[src/rtl/hdmi_tmds_pkg.sv]
// Shared TMDS definitions: control tokens, token-to-ctrl mapping and
// the 10b->8b data decode. The transmit-side encoder reuses this package.
package hdmi_tmds_pkg;

    localparam logic [9:0] TOKEN_C00 = 10'b1101010100;
    localparam logic [9:0] TOKEN_C01 = 10'b0010101011;
    localparam logic [9:0] TOKEN_C10 = 10'b0101010100;
    localparam logic [9:0] TOKEN_C11 = 10'b1010101011;

    typedef enum logic {
        SEARCH = 1'b0,
        LOCKED = 1'b1
    } align_state_t;

    function automatic logic is_ctrl_token(input logic [9:0] w);
        return (w == TOKEN_C00) || (w == TOKEN_C01) ||
               (w == TOKEN_C10) || (w == TOKEN_C11);
    endfunction

    // {c1,c0} carried by a control token; 00 for anything else
    function automatic logic [1:0] ctrl_of_token(input logic [9:0] w);
        logic [1:0] c;
        case (w)
            TOKEN_C01: c = 2'b01;
            TOKEN_C10: c = 2'b10;
            TOKEN_C11: c = 2'b11;
            default:   c = 2'b00;
        endcase
        return c;
    endfunction

    // q[9] flags an inverted payload, q[8] selects XOR vs XNOR chaining
    function automatic logic [7:0] tmds_decode8(input logic [9:0] q);
        logic [7:0] d;
        logic [7:0] o;
        d    = q[9] ? ~q[7:0] : q[7:0];
        o[0] = d[0];
        for (int i = 1; i < 8; i++) begin
            o[i] = q[8] ? (d[i] ^ d[i-1]) : ~(d[i] ^ d[i-1]);
        end
        return o;
    endfunction

endpackage

[src/rtl/tmds_symbol_aligner.sv]
// Symbol alignment: two-word input pipeline, barrel select over the
// 20-bit history, token detect and the SEARCH/LOCKED alignment FSM.
// Ports: clk, rst, in_bits[9:0] in; word[9:0], is_token, token_ctrl[1:0],
//        aligned, bit_offset[3:0] out.
module tmds_symbol_aligner
    import hdmi_tmds_pkg::*;
#(
    parameter int LOCK_RUN  = 8,
    parameter int SLIP_WAIT = 2048,
    parameter int WATCHDOG  = 4096
) (
    input  logic       clk,
    input  logic       rst,
    input  logic [9:0] in_bits,
    output logic [9:0] word,
    output logic       is_token,
    output logic [1:0] token_ctrl,
    output logic       aligned,
    output logic [3:0] bit_offset
);

    localparam int TMAX = (SLIP_WAIT > WATCHDOG) ? SLIP_WAIT : WATCHDOG;
    localparam int TW   = (TMAX > 1) ? $clog2(TMAX) : 1;
    localparam int RW   = $clog2(LOCK_RUN + 1);

    logic [9:0]    in_q;
    logic [9:0]    in_qq;
    logic [19:0]   hist;
    logic [TW-1:0] timer;
    logic [RW-1:0] run;
    align_state_t  state;
    logic          lock_due;
    logic          slip_due;
    logic          dog_due;

    // in_qq holds the older word, so offset 0 selects in_qq unchanged
    assign hist       = {in_q, in_qq};
    assign word       = 10'(hist >> bit_offset);
    assign is_token   = is_ctrl_token(word);
    assign token_ctrl = ctrl_of_token(word);

    assign lock_due = is_token && (run == RW'(LOCK_RUN - 1));
    assign slip_due = (timer == TW'(SLIP_WAIT - 1));
    assign dog_due  = !is_token && (timer == TW'(WATCHDOG - 1));

    always_ff @(posedge clk or posedge rst) begin
        if (rst) begin
            in_q       <= '0;
            in_qq      <= '0;
            state      <= SEARCH;
            aligned    <= 1'b0;
            bit_offset <= '0;
            run        <= '0;
            timer      <= '0;
        end else begin
            in_q  <= in_bits;
            in_qq <= in_q;
            case (state)
                SEARCH: begin
                    // lock takes priority over a coincident slip
                    if (lock_due) begin
                        state   <= LOCKED;
                        aligned <= 1'b1;
                        run     <= '0;
                        timer   <= '0;
                    end else if (slip_due) begin
                        bit_offset <= (bit_offset == 4'd9) ? 4'd0
                                                           : bit_offset + 4'd1;
                        run        <= '0;
                        timer      <= '0;
                    end else begin
                        run   <= is_token ? run + 1'b1 : '0;
                        timer <= timer + 1'b1;
                    end
                end
                LOCKED: begin
                    if (is_token) begin
                        timer <= '0;
                    end else if (dog_due) begin
                        state   <= SEARCH;
                        aligned <= 1'b0;
                        run     <= '0;
                        timer   <= '0;
                    end else begin
                        timer <= timer + 1'b1;
                    end
                end
                default: begin
                    state   <= SEARCH;
                    aligned <= 1'b0;
                end
            endcase
        end
    end

endmodule

[src/rtl/hdmi_tmds_decoder.sv]
// Single-channel TMDS receive decoder: aligner plus registered decode stage.
// Ports: clk, rst, in_bits[9:0] in; data[7:0], ctrl[1:0], de, aligned,
//        bit_offset[3:0] out.
module hdmi_tmds_decoder
    import hdmi_tmds_pkg::*;
#(
    parameter int LOCK_RUN  = 8,
    parameter int SLIP_WAIT = 2048,
    parameter int WATCHDOG  = 4096
) (
    input  logic       clk,
    input  logic       rst,
    input  logic [9:0] in_bits,
    output logic [7:0] data,
    output logic [1:0] ctrl,
    output logic       de,
    output logic       aligned,
    output logic [3:0] bit_offset
);

    logic [9:0] word;
    logic       is_token;
    logic [1:0] token_ctrl;

    tmds_symbol_aligner #(
        .LOCK_RUN  (LOCK_RUN),
        .SLIP_WAIT (SLIP_WAIT),
        .WATCHDOG  (WATCHDOG)
    ) u_align (
        .clk        (clk),
        .rst        (rst),
        .in_bits    (in_bits),
        .word       (word),
        .is_token   (is_token),
        .token_ctrl (token_ctrl),
        .aligned    (aligned),
        .bit_offset (bit_offset)
    );

    // gated on the pre-edge lock state, so the locking edge still emits 0
    always_ff @(posedge clk or posedge rst) begin
        if (rst) begin
            data <= '0;
            ctrl <= '0;
            de   <= 1'b0;
        end else if (!aligned) begin
            data <= '0;
            ctrl <= '0;
            de   <= 1'b0;
        end else if (is_token) begin
            data <= '0;
            ctrl <= token_ctrl;
            de   <= 1'b0;
        end else begin
            data <= tmds_decode8(word);
            de   <= 1'b1;
        end
    end

endmodule

[config.mk]
export PLATFORM = sky130hd
export DESIGN_NAME = hdmi_tmds_decoder
export DESIGN_NICKNAME = d
export VERILOG_FILES = /design/src/rtl/hdmi_tmds_pkg.sv /design/src/rtl/tmds_symbol_aligner.sv /design/src/rtl/hdmi_tmds_decoder.sv
export SDC_FILE = /design/constraint.sdc
export NUM_CORES = 1
export LEC_CHECK = 0
export CAP_MARGIN = 10
export CORE_MARGIN = 5
export CORE_UTILIZATION = 58
export DETAILED_ROUTE_END_ITERATION = 10
export GPL_TIMING_DRIVEN = 0
export PLACE_DENSITY = 0.83
export SLEW_MARGIN = 20
export SYNTH_ARGS = -nofsm -noshare
export SYNTH_HDL_FRONTEND = slang
export SYNTH_SLANG_ARGS = --single-unit
[constraint.sdc]
create_clock -name clk -period 5.7 [get_ports clk]
set_input_delay 1.14 -clock clk [delete_from_list [all_inputs] [get_ports clk]]
set_output_delay 1.14 -clock clk [all_outputs]
set_load 0.02 [all_outputs]
==> results.sh <==
export IMPL_status="completed"
export IMPL_holdBufCountCts=0
export IMPL_dieArea_um2=7320
export IMPL_cts_root_buffer="clkbuf_8"
export IMPL_port_buffer_count=27
export IMPL_pre_cts_ws_ps=2240
export IMPL_peakVddDrop_v=0.000142
export IMPL_postSynthRegisterBits=53
export IMPL_grt_pass1_wl_um=11800
export IMPL_power_density_nw_per_um2=198
export IMPL_rows=27
export IMPL_yosys_area_share_simple_pct=12.0
export IMPL_arrival_ps=3730
export IMPL_antenna_cells=0
export IMPL_drive_gt1_share_pct=14.1
export IMPL_grt_max_degree=32
export IMPL_slowest_stage="mux4_1"
export IMPL_cts_setup_buffers=0
export IMPL_async_flop_share_pct=100
export IMPL_layout_nets=333
export IMPL_synth_top_family_by_area="multiplexers"
export IMPL_start_util_pct=59.8
export IMPL_end_kind="register"
export IMPL_final_cell_mix="dfrtp_1, clkdlybuf4s50_1, nor2_1, mux2i_1, a21oi_1"
export IMPL_drt_antenna_violating_nets=0
export IMPL_post_route_period_util_pct=62.1
export IMPL_yosys_most_used_dff="dfrtp_1"
export IMPL_finalHoldViolCount=0
export IMPL_worstPathMaxFanout=10
export IMPL_area_growth_syn_to_layout_pct=15.6
export IMPL_wl_met2_um=3210
export IMPL_hp_class="register to register"
export IMPL_synth_top_cell_by_area="dfrtp_1"
export IMPL_p_leak_nw=1.61
export IMPL_setup_tns_ps=0
export IMPL_critPathBufInv=2
export IMPL_cp_cell_sequence="buf_6 > buf_8 > mux4_1 > a22oi_1 > o211ai_1 > ha_1 > nand4_1 > nor2_1 > a31oi_2 > and3_1 > mux2_2"
export IMPL_firstDrtPassIters=4
export IMPL_synth_fa_ha_area_share_pct=3.78
export IMPL_worst_pin_slew_ps=682
export IMPL_grt_pass1_vias=2473
export IMPL_synth_cell_type_count=56
export IMPL_place_gp_congestion=0.917
export IMPL_m1WireLength_um=3010
export IMPL_synth_top_area_share_pct=40.0
export IMPL_antenna_found_initial=0
export IMPL_cts_inserted_buffers=5
export IMPL_cts_tree="built"
export IMPL_htreeDepth=2
export IMPL_grt_use_total_pct=20.0
export IMPL_placed_area_um2=3690
export IMPL_stdcell_area_um2=3830
export IMPL_netlist_instances=276
export IMPL_syn_num_nets=298
export IMPL_highest_layer="met4"
export IMPL_clock_latency_ps=310
export IMPL_yosysSeqAreaShare_pct=40.0
export IMPL_worst_endpoint_required_ps=5900
export IMPL_max_slew_margin_pct=54.1
export IMPL_synth_mux_area_share_pct=22.6
export IMPL_synthXorXnorAreaFrac_pct=6.54
export IMPL_ios=28
export IMPL_final_setup_worst_slack_ps=2160
export IMPL_vias_per_cell=6.10
export IMPL_crit_path_max_incr_delay_ps=600
export IMPL_drtIter0Drc=166
export IMPL_setup_viol=0
export IMPL_dp_hpwl_um=4890
export IMPL_die_h_um=85.6
export IMPL_synthTopCellsByArea="dfrtp_1, mux4_1, mux2i_1"
export IMPL_period_minus_slack_ps=3540
export IMPL_synth_warnings=0
export IMPL_synth_edf_count=0
export IMPL_post_cts_resized=0
export IMPL_design_core_area_um2=5540
export IMPL_cp_top_family="multiplexers"
export IMPL_cap_violations=0
export IMPL_wl_per_cell_um=17.3
export IMPL_syn_area_per_cell_um2=12.0
export IMPL_die_width_um=85.6
export IMPL_finClkSkew_ps=4.45
export IMPL_clock_sinks=53
export IMPL_rsz0062_at_grt="false"
export IMPL_vias=2344
export IMPL_clk_pin_slew_ps=90
export IMPL_path_class="register to register"
export IMPL_drv_slew=0
export IMPL_cts_buffer_depth=2
export IMPL_met3WireLength_um=327
export IMPL_max_clock_freq_mhz=283
export IMPL_route_detailed_drc=0
export IMPL_syn_cell_area_um2=3310
export IMPL_grt_overflow_total=0
export IMPL_synth_compound_area_share_pct=10.2
export IMPL_worst_setup_path_start_kind="register"
export IMPL_routed_wl_um=6630
export IMPL_layout_commonest_cell="dfrtp_1"
## flip-flops by register name, summed over array words and instances, names as in the netlist
| name | cells |
|---|---|
| u_align.in_q | 10 |
| u_align.aligned | 1 |
| u_align.state | 1 |
| u_align.run | 4 |
| de | 1 |
| u_align.timer | 12 |
| u_align.in_qq | 10 |
| data | 8 |
| ctrl | 2 |
| u_align.bit_offset | 4 |
## cells in the mapped netlist, types with 5 or more instances
cell type,instances
nand3_1,12
ha_1,10
xnor2_1,12
a21oi_1,16
nand4_1,8
mux2i_1,16
dfrtp_1,53
inv_1,13
nor2_1,19
mux2_2,9
mux4_1,12
nand2_1,14
mux4_2,5
xor2_1,5
## logic make-up after synthesis
| kind of cell | after synthesis |
|---|---|
| simple gates | 76 |
| flops | 53 |
| compound gates | 45 |
| mux | 45 |
| buf+inv | 27 |
| xor+xnor | 20 |
| fa+ha+maj | 10 |
## routing by layer
layer  global-route usage [%]  vias to the layer above
met1                     28.2                     1162
li1                         -                     1103
met4                     5.47                        0
met2                     32.3                       69
met5                        0                        -
met3                     3.36                       10
## metrics by stage
step	instances	hold slack, ps	utilization [%]	power [mW]
floorplan	276	398	-	0.439
global placement	375	426	66.3	0.456
detailed placement	376	434	66.6	0.460
CTS	384	459	69.1	0.766
global route	384	475	69.1	0.792
finish	384	456	69.1	0.758
## final cells by class
class / instances / area, um2
Sequential cell: 53 / 1330
Fill cell: 418 / 1710
Tap cell: 72 / 90.1
Inverter: 14 / 52.6
Clock inverter: 3 / 68.8
Clock buffer: 5 / 68.8
Buffer: 13 / 108
Timing Repair Buffer: 28 / 290
Multi-Input combinational cell: 196 / 1830
## worst paths after layout
check                      slack, ps               endpoint  depth (start not counted)                  start
min in group asynchronous       1160       u_align.in_qq[8]                          2                    rst
hold / removal                   460       u_align.in_qq[7]                          0        u_align.in_q[7]
hold reg to reg                  460       u_align.in_qq[7]                          0        u_align.in_q[7]
setup / recovery                2160  u_align.bit_offset[1]                         11  u_align.bit_offset[0]
setup reg to reg                2160  u_align.bit_offset[1]                         11  u_align.bit_offset[0]
max in group asynchronous       4020       u_align.timer[8]                          3                    rst
## report_power, final
| part | total [mW] | switching, mW | internal, mW |
|---|---|---|---|
| logic | 0.0613 | 0.0275 | 0.0337 |
| registers | 0.392 | 0.00901 | 0.383 |
| clock network | 0.305 | 0.128 | 0.177 |
| total | 0.758 | 0.165 | 0.593 |
No activity file was read; power rests on OpenSTA's default activity.
